===== config.mk =====
export PLATFORM = sky130hd
export DESIGN_NAME = instr_prefetch_buffer_flat
export DESIGN_NICKNAME = d
export VERILOG_FILES = /design/src/rtl/instr_prefetch_buffer_pkg.sv /design/src/rtl/instr_prefetch_buffer_if.sv /design/src/rtl/instr_prefetch_buffer_fifo.sv /design/src/rtl/instr_prefetch_buffer.sv /design/src/flat_wrapper.sv
export SDC_FILE = /design/constraint.sdc
export NUM_CORES = 1
export LEC_CHECK = 0
export CAP_MARGIN = 0
export CORE_UTILIZATION = 61
export CTS_CLUSTER_SIZE = 20
export DETAILED_ROUTE_END_ITERATION = 12
export MAX_ROUTING_LAYER = met4
export PLACE_DENSITY = 0.91
export SYNTH_ARGS = -nofsm -noshare
export SYNTH_HDL_FRONTEND = slang
export SYNTH_SLANG_ARGS = --single-unit

===== constraint.sdc =====
create_clock -name clk_i -period 9.7 [get_ports clk_i]
set_input_delay 0.97 -clock clk_i [delete_from_list [all_inputs] [get_ports clk_i]]
set_output_delay 0.97 -clock clk_i [all_outputs]
set_load 0.005 [all_outputs]

===== src/rtl/instr_prefetch_buffer_pkg.sv =====
// Shared types for the instruction prefetcher: FSM states, FIFO entry layout, word size.
// Pure declarations, no timing or backpressure behaviour of its own.
package prefetch_pkg;

  localparam int unsigned WORD_BYTES = 4;

  typedef enum logic [1:0] {
    IDLE  = 2'd0,
    RUN   = 2'd1,
    FLUSH = 2'd2
  } fetch_state_e;

  typedef struct packed {
    logic [31:0] addr;
    logic [31:0] data;
  } fetch_entry_t;

  localparam int unsigned ENTRY_W = $bits(fetch_entry_t);

  function automatic logic [31:0] word_align(input logic [31:0] a);
    return a & ~32'(WORD_BYTES - 1);
  endfunction

endpackage


===== src/rtl/instr_prefetch_buffer_if.sv =====
// ROM-side fetch bus: request/address out, same-cycle grant, in-order response one or more cycles later.
// No buffering; the ROM throttles by withholding instr_gnt_i.
interface instr_prefetch_buffer_if;

  logic        instr_req_o;
  logic [31:0] instr_addr_o;
  logic        instr_gnt_i;
  logic        instr_rvalid_i;
  logic [31:0] instr_rdata_i;

  modport master (
    output instr_req_o,
    output instr_addr_o,
    input  instr_gnt_i,
    input  instr_rvalid_i,
    input  instr_rdata_i
  );

  modport slave (
    input  instr_req_o,
    input  instr_addr_o,
    output instr_gnt_i,
    output instr_rvalid_i,
    output instr_rdata_i
  );

endinterface


===== src/rtl/instr_prefetch_buffer_fifo.sv =====
// Generic power-of-two FIFO with synchronous clear; head is read straight from storage.
// Push->head visible next cycle; push on full is accepted only alongside a pop.
module prefetch_fifo #(
  parameter int unsigned DEPTH = 4,
  parameter int unsigned WIDTH = 64
) (
  input  logic                       clk_i,
  input  logic                       rst_ni,
  input  logic                       clr_i,
  input  logic                       push_i,
  input  logic [WIDTH-1:0]           push_dat_i,
  input  logic                       pop_i,
  output logic [WIDTH-1:0]           head_dat_o,
  output logic                       full_o,
  output logic                       empty_o,
  output logic [$clog2(DEPTH):0]     count_o
);

  localparam int unsigned AW = $clog2(DEPTH);
  localparam int unsigned CW = AW + 1;

  logic [WIDTH-1:0] mem_q [DEPTH];
  logic [WIDTH-1:0] mem_d [DEPTH];
  logic [AW-1:0]    wr_ptr_q, wr_ptr_d;
  logic [AW-1:0]    rd_ptr_q, rd_ptr_d;
  logic [CW-1:0]    count_q, count_d;
  logic             do_push, do_pop;

  assign empty_o    = (count_q == '0);
  assign full_o     = (count_q == CW'(DEPTH));
  assign count_o    = count_q;
  assign head_dat_o = mem_q[rd_ptr_q];

  always_comb begin
    mem_d    = mem_q;
    wr_ptr_d = wr_ptr_q;
    rd_ptr_d = rd_ptr_q;
    count_d  = count_q;
    do_pop   = pop_i & ~empty_o;
    do_push  = push_i & (~full_o | do_pop);
    if (clr_i) begin
      wr_ptr_d = '0;
      rd_ptr_d = '0;
      count_d  = '0;
    end else begin
      if (do_push) begin
        mem_d[wr_ptr_q] = push_dat_i;
        wr_ptr_d        = wr_ptr_q + AW'(1);
      end
      if (do_pop) begin
        rd_ptr_d = rd_ptr_q + AW'(1);
      end
      count_d = count_q + CW'(do_push) - CW'(do_pop);
    end
  end

  always_ff @(posedge clk_i) begin
    if (!rst_ni) begin
      for (int i = 0; i < int'(DEPTH); i++) begin
        mem_q[i] <= '0;
      end
      wr_ptr_q <= '0;
      rd_ptr_q <= '0;
      count_q  <= '0;
    end else begin
      mem_q    <= mem_d;
      wr_ptr_q <= wr_ptr_d;
      rd_ptr_q <= rd_ptr_d;
      count_q  <= count_d;
    end
  end

endmodule


===== src/rtl/instr_prefetch_buffer.sv =====
// Sequential instruction prefetcher with branch flush; PREFETCH_STATS_EN adds fetch/discard counters.
// Request->valid_o 2 cycles; ready_i low fills the FIFO and FIFO+in-flight credit then holds instr_req_o low.
module instr_prefetch_buffer
  import prefetch_pkg::*;
#(
  parameter int unsigned DEPTH           = 4,
  parameter int unsigned MAX_OUTSTANDING = 2,
  parameter logic [31:0] BOOT_ADDR       = 32'h0000_0080
) (
  input  logic                    clk_i,
  input  logic                    rst_ni,
  input  logic                    req_i,
  input  logic                    branch_i,
  input  logic [31:0]             branch_addr_i,
  output logic                    valid_o,
  input  logic                    ready_i,
  output logic [31:0]             rdata_o,
  output logic [31:0]             addr_o,
  instr_prefetch_buffer_if.master rom
`ifdef PREFETCH_STATS_EN
  ,
  output logic [31:0]             stat_fetched_o,
  output logic [31:0]             stat_discarded_o
`endif
);

  localparam int unsigned OW = $clog2(MAX_OUTSTANDING + 1);
  localparam int unsigned PW = (MAX_OUTSTANDING > 1) ? $clog2(MAX_OUTSTANDING) : 1;
  localparam int unsigned CW = $clog2(DEPTH) + 1;

  fetch_state_e  state_q, state_d;
  logic [31:0]   fetch_addr_q, fetch_addr_d;
  logic [OW-1:0] outstanding_q, outstanding_d;
  logic [OW-1:0] discard_q, discard_d;
  logic [31:0]   inflight_q [MAX_OUTSTANDING];
  logic [31:0]   inflight_d [MAX_OUTSTANDING];
  logic [PW-1:0] infl_wr_q, infl_wr_d;
  logic [PW-1:0] infl_rd_q, infl_rd_d;

  logic          issue, accept, resp, push, pop;
  logic          fifo_full, fifo_empty;
  logic [CW-1:0] fifo_count;
  logic [31:0]   credit_used;
  fetch_entry_t  push_entry, head_entry;

  function automatic logic [PW-1:0] ptr_inc(input logic [PW-1:0] p);
    return (p == PW'(MAX_OUTSTANDING - 1)) ? '0 : p + PW'(1);
  endfunction

  // Credit counts buffered words plus responses that will actually be kept.
  assign credit_used = 32'(fifo_count) + 32'(outstanding_q) - 32'(discard_q);
  assign issue       = rst_ni & req_i & ~branch_i & (credit_used < 32'(DEPTH))
                     & (outstanding_q < OW'(MAX_OUTSTANDING));
  assign accept      = issue & rom.instr_gnt_i;
  assign resp        = rom.instr_rvalid_i & (outstanding_q != '0);
  assign push        = resp & (discard_q == '0) & ~branch_i;
  assign pop         = valid_o & ready_i & ~branch_i;

  assign rom.instr_req_o  = issue;
  assign rom.instr_addr_o = rst_ni ? fetch_addr_q : BOOT_ADDR;

  assign push_entry = '{addr: inflight_q[infl_rd_q], data: rom.instr_rdata_i};
  assign valid_o    = ~fifo_empty;
  assign addr_o     = head_entry.addr;
  assign rdata_o    = head_entry.data;

  prefetch_fifo #(
    .DEPTH (DEPTH),
    .WIDTH (ENTRY_W)
  ) u_fifo (
    .clk_i      (clk_i),
    .rst_ni     (rst_ni),
    .clr_i      (branch_i),
    .push_i     (push),
    .push_dat_i (push_entry),
    .pop_i      (pop),
    .head_dat_o (head_entry),
    .full_o     (fifo_full),
    .empty_o    (fifo_empty),
    .count_o    (fifo_count)
  );

  always_comb begin
    fetch_addr_d  = fetch_addr_q;
    outstanding_d = outstanding_q + OW'(accept) - OW'(resp);
    discard_d     = discard_q;
    inflight_d    = inflight_q;
    infl_wr_d     = infl_wr_q;
    infl_rd_d     = infl_rd_q;
    if (accept) begin
      inflight_d[infl_wr_q] = fetch_addr_q;
      infl_wr_d             = ptr_inc(infl_wr_q);
      fetch_addr_d          = fetch_addr_q + 32'(WORD_BYTES);
    end
    if (resp) begin
      infl_rd_d = ptr_inc(infl_rd_q);
    end
    // Everything still in flight after this cycle belongs to the old stream.
    if (branch_i) begin
      fetch_addr_d = word_align(branch_addr_i);
      discard_d    = outstanding_q - OW'(resp);
    end else if (resp && (discard_q != '0)) begin
      discard_d = discard_q - OW'(1);
    end
  end

  always_comb begin
    state_d = state_q;
    unique case (state_q)
      IDLE: begin
        if (req_i) state_d = RUN;
      end
      RUN: begin
        if (branch_i && (outstanding_d != '0)) state_d = FLUSH;
        else if (!req_i)                       state_d = IDLE;
      end
      FLUSH: begin
        if (discard_d == '0) state_d = req_i ? RUN : IDLE;
      end
      default: state_d = IDLE;
    endcase
  end

  always_ff @(posedge clk_i) begin
    if (!rst_ni) begin
      state_q       <= IDLE;
      fetch_addr_q  <= BOOT_ADDR;
      outstanding_q <= '0;
      discard_q     <= '0;
      infl_wr_q     <= '0;
      infl_rd_q     <= '0;
      for (int i = 0; i < int'(MAX_OUTSTANDING); i++) begin
        inflight_q[i] <= '0;
      end
    end else begin
      state_q       <= state_d;
      fetch_addr_q  <= fetch_addr_d;
      outstanding_q <= outstanding_d;
      discard_q     <= discard_d;
      infl_wr_q     <= infl_wr_d;
      infl_rd_q     <= infl_rd_d;
      inflight_q    <= inflight_d;
    end
  end

`ifdef PREFETCH_STATS_EN
  logic [31:0] stat_fetched_q, stat_fetched_d;
  logic [31:0] stat_discarded_q, stat_discarded_d;

  always_comb begin
    stat_fetched_d   = stat_fetched_q + 32'(push);
    stat_discarded_d = stat_discarded_q + 32'(resp & ~push)
                     + (branch_i ? 32'(fifo_count) : 32'd0);
  end

  always_ff @(posedge clk_i) begin
    if (!rst_ni) begin
      stat_fetched_q   <= '0;
      stat_discarded_q <= '0;
    end else begin
      stat_fetched_q   <= stat_fetched_d;
      stat_discarded_q <= stat_discarded_d;
    end
  end

  assign stat_fetched_o   = stat_fetched_q;
  assign stat_discarded_o = stat_discarded_q;
`endif

endmodule


===== src/flat_wrapper.sv =====
// flat-port wrapper written by rule: the top's interface ports become plain ports
module instr_prefetch_buffer_flat import prefetch_pkg::*;
#(
  parameter int unsigned DEPTH           = 4,
  parameter int unsigned MAX_OUTSTANDING = 2,
  parameter logic [31:0] BOOT_ADDR       = 32'h0000_0080
)
  (clk_i, rst_ni, req_i, branch_i, branch_addr_i, valid_o, ready_i, rdata_o, addr_o, rom_instr_req_o, rom_instr_addr_o, rom_instr_gnt_i, rom_instr_rvalid_i, rom_instr_rdata_i);
  instr_prefetch_buffer_if rom_i ();
  input  logic clk_i;
  input  logic rst_ni;
  input  logic req_i;
  input  logic branch_i;
  input  logic [31:0] branch_addr_i;
  output logic valid_o;
  input  logic ready_i;
  output logic [31:0] rdata_o;
  output logic [31:0] addr_o;
  output wire logic [$bits(rom_i.instr_req_o)-1:0] rom_instr_req_o;
  output wire logic [$bits(rom_i.instr_addr_o)-1:0] rom_instr_addr_o;
  input wire logic [$bits(rom_i.instr_gnt_i)-1:0] rom_instr_gnt_i;
  input wire logic [$bits(rom_i.instr_rvalid_i)-1:0] rom_instr_rvalid_i;
  input wire logic [$bits(rom_i.instr_rdata_i)-1:0] rom_instr_rdata_i;
  assign rom_instr_req_o = rom_i.instr_req_o;
  assign rom_instr_addr_o = rom_i.instr_addr_o;
  assign rom_i.instr_gnt_i = rom_instr_gnt_i;
  assign rom_i.instr_rvalid_i = rom_instr_rvalid_i;
  assign rom_i.instr_rdata_i = rom_instr_rdata_i;
  instr_prefetch_buffer #(.DEPTH(DEPTH), .MAX_OUTSTANDING(MAX_OUTSTANDING), .BOOT_ADDR(BOOT_ADDR)) u_core (.clk_i(clk_i), .rst_ni(rst_ni), .req_i(req_i), .branch_i(branch_i), .branch_addr_i(branch_addr_i), .valid_o(valid_o), .ready_i(ready_i), .rdata_o(rdata_o), .addr_o(addr_o), .rom(rom_i));
endmodule

==> metrics.md, run 1 <==
| Metric | Value |
|---|---|
| Syn Inst Count | `roughly 1,700` |
| Met3 Track Usage GR | `about 4.9%` |
| Max_slew headroom | `23.6%` |
| Top cell type's share of synthesized area | `between 40% and 50%` |
| Placed Area | `roughly 0.016 sq mm` |
| Grt ovf | `0` |
| Crit end category | `output port` |
| IO buf count | `162` |
| CP max-delay cell | `or4_4` |
| Initial DRC count | `approximately 1,500` |
| Synth Area per Inst | `approximately 9 sq um` |
| Ranking of synthesized cells by area | `dfxtp_1 (47%), mux4_2 (9.4%), nand2_1 (8.2%), a211oi_1 (6.3%), a21oi_1 (5.0%)` |
| DRC viols | `0` |
| Setup Buffers After CTS | `0` |
| Die Y | `158 um` |
| Placeable Area | `about 0.024 sq mm` |
| Setup violations, final | `0` |
| Nets@finish | `between 1,500 and 2,000` |
| Final hold vios | `0` |
| Final Worst Setup Slack | `4.97 ns` |
| Dpl hpwl | `between 20 and 25 mm` |
| DIE AREA | `0.0250 sq mm` |
| RSZ-0062 raised after global routing | `no` |
| Cell with the most instances after synthesis | `dfxtp_1` |
| Syn. warnings | `0` |
| Reg2reg setup slack | `around 5.5 ns` |
| Peak supply drop | `130 uV` |
| FF-to-FF Start | `u_core.u_fifo.count_o[0]` |
| Status | `complete, no violations` |
| Setup WS pre-CTS | `around 5.4 ns` |
| Final core occ | `about three quarters` |
| Crit start category | `flop` |
| CP max FO | `7` |
| Slew @ Worst Pin | `between 1 and 1.5 ns` |
| Routed Wire Length | `38.6 mm` |
| Footprint of the multi-input gates | `roughly 0.0071 sq mm` |
| M1 GR Usage | `around 39%` |
| Most frequent cells after synthesis | `dfxtp_1 (351), nand2_1 (327), a21oi_1 (150)` |
| First-pass GRT wire length | `just over 60 mm` |
| ANT cells | `0` |
| GRT met2 Usage | `51.4%` |
| CTS Sinks | `~350` |
| Register Area | `between 0.007 and 0.008 sq mm` |
| Hold path cells | `2` |
| Layout cells sized above 1 | `under 10%` |
| Clock buffer depth | `3` |
| PD cells | `between 150 and 200 mW/mm^2` |
| Crit path DAT | `3.76 ns` |
| Max-capacitance violation count | `0` |
| P&R area growth vs syn | `18.0%` |
| Vias in the first global route | `12,600` |
| Skew final | `0.0118 ns` |
| Critical R2R Capture | `u_core.inflight_q[13]` |
| Root Buffer | `clkbuf_16` |
| Mapped Area | `between 0.01 and 0.015 sq mm` |
| Gr busiest metal | `met2` |
| Post-synth top area cell | `dfxtp_1` |
| Antenna violations before repair | `0` |
| CTS buffer count | `36` |
| Fin area | `between 0.015 and 0.02 sq mm` |
| Post-synth EDFFs | `0` |
| IO Count | `169` |
| Yosys cell types | `between 50 and 60` |
| CP Cell Sequence | `ha_1, fa_1, ha_1, a21oi_2, and2_1, ha_1, nand2_1, or4_4, nor2_1, clkdlybuf4s50_1` |
| Pins Over Slew Limit | `0` |
| Die W | `between 150 and 200 um` |
| Worst Reg-to-Reg Cells | `12` |
| Largest net degree at the start of global routing | `113` |
| Fill cells | `roughly 1,500` |
| Fin Hold WS | `roughly 0.45 ns` |
| Most used cell, CP | `ha_1` |
| Critical Path RT | `8.73 ns` |
| Period utilisation layout | `48.7%` |
| Hold endpoint | `u_core.u_fifo.mem_q[194]` |
| Cts hold-fix bufs | `0` |
| Setup_tns | `0 ns` |
| Post-route minimum period | `around 4.7 ns` |
| Routability congestion estimate | `between 0.9 and 1` |
| CTS tree | `yes` |
| Asr flop ratio synth | `0%` |
| Worst-path clk slew | `0.06 ns` |
| HP Start | `u_core.u_fifo.mem_q[194]` |
| DRT Pass-1 Iters | `5` |
| WL/cell | `18.6 um` |
| All-Layer GR Usage | `31.6%` |
| Clk Latency, worst-skew pair | `0.51 ns` |
| FF+latch count, synth | `about 350` |
| Total number of vias | `about 13,000` |
| Lkg Pwr | `0.00575 uW` |
| Post_cts resized | `0` |
| Sequential fraction of the synthesis area | `47.2%` |
| CP peak stage delay | `slightly below 0.6 ns` |
| Row cnt | `56` |
| Starting Density | `62.8%` |
| Worst min path class | `flop to flop` |
| CTS HTree Levels | `2` |
| Crit Path Category | `flop to output port` |
| Detail Route Antenna Nets | `0` |
| F_max | `between 200 and 250 MHz` |
| Main synth FF type | `dfxtp_1` |
| Mean number of vias per cell | `roughly 6.2` |
layout by cell type, fill, tap and decap left out, types with 37 or more instances in the layout:
cell,netlist,layout
mux4_2,62,62
a211oi_1,125,125
nand3_1,72,71
nand2_1,327,327
clkdlybuf4s50_1,0,161
inv_1,44,43
dfxtp_1,351,348
a21oi_1,150,150
nor2_1,141,141
o21ai_0,73,73
clkbuf_16,0,37
power breakdown:
part	switching [uW]	internal, uW
logic	216	200
clock network	552	797
registers	60.5	1490
total	828	2490
metrics by stage:
stage	total power [uW]	std cells
2_1_floorplan	1820	1664
3_3_place_gp	1970	2017
4_1_cts	3310	2078
6_report	3310	2078
3_5_place_dp	1980	2017
5_1_grt	3420	2078
worst max-delay path by stage:
| stage | to | start | slack [ns] |
|---|---|---|---|
| final | rom_instr_req_o | u_core.u_fifo.count_o[0] | 4.97 |
| after global routing | rom_instr_req_o | u_core.u_fifo.count_o[0] | 4.81 |
| after CTS | rom_instr_req_o | u_core.u_fifo.count_o[0] | 4.96 |
| after detailed placement | u_core.u_fifo.mem_q[189] | rst_ni | 5.42 |
| after global placement | u_core.u_fifo.mem_q[57] | rst_ni | 5.55 |
| after floorplan | rom_instr_req_o | u_core.u_fifo.count_o[0] | 6.14 |
routing by layer:
metal | part of all wire, % | up-vias
met1 | 41 | 6190
li1 | - | 5964
met5 | 0 | -
met3 | 8.1 | 98
met4 | 2.9 | 0
met2 | 48 | 643
final cells by class:
class,instances,area share (%)
Inverter,44,0.969
Timing Repair Buffer,177,9.86
Clock inverter,11,0.641
Sequential cell,351,40.1
Tap cell,319,2.27
Clock buffer,50,5.89
Multi-Input combinational cell,1126,40.3
registers in the layout, indices dropped and copies added, names as in the netlist:
register	count
u_core.discard_q	2
u_core.infl_rd_q	1
u_core.outstanding_q	2
u_core.u_fifo.mem_q	248
u_core.u_fifo.count_o	3
u_core.infl_wr_q	1
u_core.inflight_q	60
u_core.fetch_addr_q	30
u_core.u_fifo.rd_ptr_q	2
u_core.u_fifo.wr_ptr_q	2
critical path: cells and delay by family, from the launching register on:
family / cells / cell delay (ns)
fa+ha+maj: 4 / 1.28
flops: 1 / 0.34
buf+inv: 1 / 0.53
compound gates: 1 / 0.08
simple gates: 4 / 1.01
kinds of logic after synthesis:
family | count (synthesis) | share of synthesized area, %
compound gates | 385 | 15.8
xor+xnor | 17 | 1.00
fa+ha+maj | 14 | 1.28
buf+inv | 187 | 5.39
flops | 351 | 47.2
mux | 98 | 11.8
other cells | 1 | 0.0252
simple gates | 608 | 17.5
Note: power is estimated with default switching activity, not from simulation.
==> run 2: changes to the inputs <==
--- a/config.mk
+++ b/config.mk
@@ -6,11 +6,11 @@
 export NUM_CORES = 1
 export LEC_CHECK = 0
 export CAP_MARGIN = 0
-export CORE_UTILIZATION = 61
+export CORE_UTILIZATION = 51
 export CTS_CLUSTER_SIZE = 20
 export DETAILED_ROUTE_END_ITERATION = 12
 export MAX_ROUTING_LAYER = met4
-export PLACE_DENSITY = 0.91
+export PLACE_DENSITY = 0.81
 export SYNTH_ARGS = -nofsm -noshare
 export SYNTH_HDL_FRONTEND = slang
 export SYNTH_SLANG_ARGS = --single-unit
==> constraint.sdc (replaced) <==
create_clock -name clk_i -period 3.8 [get_ports clk_i]
set_input_delay 0.38 -clock clk_i [delete_from_list [all_inputs] [get_ports clk_i]]
set_output_delay 0.38 -clock clk_i [all_outputs]
set_load 0.005 [all_outputs]
==> metrics.md, run 2 (same netlist as run 1, synthesis figures left out) <==
| Metric | Value |
|---|---|
| F_max | `between 200 and 300 MHz` |
| Critical path origin | `u_core.u_fifo.count_o[0]` |
| GRT met2 Usage | `roughly two fifths` |
| Logic pwr share | `a little over an eighth` |
| Buf/Inv on CP | `1` |
| Root Buffer | `clkbuf_16` |
| Vias in the first global route | `around 12,000` |
| Reg2reg setup slack | `around 0.17 ns` |
| Clk network pwr share | `between 40 and 50%` |
| Cts hold-fix bufs | `0` |
| Clk Latency, worst-skew pair | `about 0.52 ns` |
| All-Layer GR Usage | `24.9%` |
| Leading cell type in the layout, fill and taps excluded | `dfxtp_1` |
| CTS buffer count | `37` |
| IO Count | `approximately 170` |
| Detail Route Antenna Nets | `0` |
| Max_slew headroom | `31.8%` |
| DRC viols | `0` |
| RSZ-0062 raised after global routing | `no` |
| Sequential Power Share | `46.1%` |
| Grt ovf | `0` |
| Row cnt | `a little over 60` |
| Starting Density | `approximately half` |
| Crit Path Category | `flop to output port` |
| CP Depth | `10` |
| Net Sw Frac | `25.0%` |
| Gr busiest metal | `met2` |
| Top Registers | `u_core.u_fifo.mem_q: 248 flops, u_core.inflight_q: 60 flops, u_core.fetch_addr_q: 30 flops` |
| CP Cell Sequence | `ha_4, fa_1, ha_1, a21oi_2, and2_4, ha_4, nand2_2, or4_4, nor2_4, dlygate4sd2_1` |
| Internal power | `between 6000 and 7000 uW` |
| Placeable Area | `about 0.029 sq mm` |
| Most flops, register | `u_core.u_fifo.mem_q` |
| Max reg flops | `248` |
| Crit start category | `flop` |
| Met3 Track Usage GR | `3.41%` |
| Max-capacitance violation count | `0` |
| Status | `complete, no violations` |
| Most used cell, CP | `ha_4` |
| Crit path to | `rom_instr_req_o` |
| Worst Reg-to-Reg Cells | `12` |
| Crit end category | `output port` |
| P&R area growth vs syn | `20.7%` |
| Skew final | `between 0.02 and 0.025 ns` |
| Routability congestion estimate | `a little under 0.9` |
| Setup violations, final | `0` |
| Setup_tns | `0 ns` |
| Mean number of vias per cell | `5.79` |
| Crit path DAT | `approximately 3.3 ns` |
| Post-route minimum period | `around 3.7 ns` |
| Sw power | `between 2000 and 2500 uW` |
| PD cells | `477 mW/mm^2` |
| Slew @ Worst Pin | `just over 1 ns` |
| Pins Over Slew Limit | `0` |
| First-pass GRT wire length | `about 60 mm` |
| Routed Wire Length | `around 37 mm` |
| Die Y | `~170 um` |
| Worst min path class | `input pin to flop` |
| CTS HTree Levels | `2` |
| M1 GR Usage | `about 34%` |
| WL/cell | `between 15 and 20 um` |
| Antenna violations before repair | `0` |
| Largest net degree at the start of global routing | `94` |
| DRT Pass-1 Iters | `5` |
| Final hold vios | `0` |
| Highest-count cells in the layout ignoring fill and taps | `dfxtp_1 (346), nand2_1 (326), clkdlybuf4s50_1 (160)` |
| ANT cells | `0` |
| CP max-delay cell | `or4_4` |
| Critical R2R Capture | `u_core.fetch_addr_q[14]` |
| Critical Path RT | `between 3 and 4 ns` |
| Period utilisation layout | `a little over nine tenths` |
| CP peak stage delay | `roughly 0.54 ns` |
| FF-to-FF Start | `u_core.u_fifo.count_o[0]` |
| Clock buffer depth | `3` |
| Dpl hpwl | `around 23 mm` |
| CTS tree | `yes` |
| Peak supply drop | `278 uV` |
| IO buf count | `about 160` |
| CP max FO | `4` |
| Initial DRC count | `approximately 1,200` |
| Die W | `between 150 and 200 um` |
| Cell Count, Final, Fillers Out | `2,165` |
| Placed insts | `2,103` |
| Critical path's top delay family | `adder cells` |
| DIE AREA | `between 0.02 and 0.03 sq mm` |
| CTS Sinks | `between 300 and 400` |
| Lkg Pwr | `slightly below 0.006 uW` |
| Total number of vias | `around 13,000` |
| Layout cells sized above 1 | `around a tenth` |
| Nets@finish | `approximately 1,800` |
| Worst-path clk slew | `approximately 0.06 ns` |
## run 2: changes by cell type in the layout (fill, tap and decap cells not counted), sizes merged
cell and change:
clkbuf +1, dlygate4sd2 +1, clkdlybuf4s50 -1, inv +2, buf +22, clkinv -3
## run 2: worst min path at each step
| stage | start | to | slack, ns | depth (start not counted) |
|---|---|---|---|---|
| 3_5_place_dp | u_core.u_fifo.mem_q[133] | u_core.u_fifo.mem_q[133] | 0.45 | 2 |
| 4_1_cts | rst_ni | u_core.u_fifo.count_o[1] | 0.19 | 3 |
| 2_1_floorplan | u_core.u_fifo.mem_q[128] | u_core.u_fifo.mem_q[128] | 0.43 | 2 |
| 5_1_grt | rst_ni | u_core.u_fifo.count_o[1] | 0.21 | 3 |
| 6_report | rst_ni | u_core.u_fifo.count_o[1] | 0.20 | 3 |
| 3_3_place_gp | u_core.u_fifo.mem_q[65] | u_core.u_fifo.mem_q[65] | 0.44 | 2 |
## run 2: layout make-up
cell class	instances	area, sq um
clock buffers	51	1040
repair buffers	199	2000
flip-flops and latches	351	7040
inverters	44	170
clock inverters	10	123
well taps	384	480
fillers	2358	10700
multi-input cells	1126	7110
## run 2: power groups by stage
stage | combinational, uW | clock [uW] | sequential (uW)
global route | 1220 | 3690 | 3960
floorplan | 698 | 0 | 3940
finish | 1140 | 3480 | 3940
global placement | 1060 | 0 | 4010
detailed placement | 1080 | 0 | 4020
CTS | 1100 | 3540 | 3940
## run 2: per-layer routing
layer	vias up	wire (um)
met2	489	17300
met5	-	0
met1	5947	16300
met4	0	879
met3	75	2500
li1	6018	-
## run 2: stage by stage
stage / total power, uW / setup slack [ns] / instance area, sq um / hold slack (ns) / util (%)
floorplan: 4640 / 0.448 / 14900 / 0.433 / -
global placement: 5080 / 0.230 / 16700 / 0.438 / 58.3
detailed placement: 5100 / 0.222 / 16700 / 0.445 / 58.3
CTS: 8580 / 0.0831 / 17900 / 0.186 / 62.5
global route: 8870 / 0.00496 / 18000 / 0.210 / 62.6
finish: 8560 / 0.115 / 18000 / 0.199 / 62.6
## run 2: tightest hold or removal path: stages
cell	delay [ns]
buf_4	0.10
nand2b_4	0.10
nor2_1	0.09
## run 2: timing repair
| item | 4_1_cts | 5_1_grt |
|---|---|---|
| pin swaps | 1 | 4 |
| gates cloned | 0 | 0 |
| gates resized for setup | 6 | 5 |
| setup buffers | 1 | 0 |
| setup endpoints to repair | 1 | 1 |
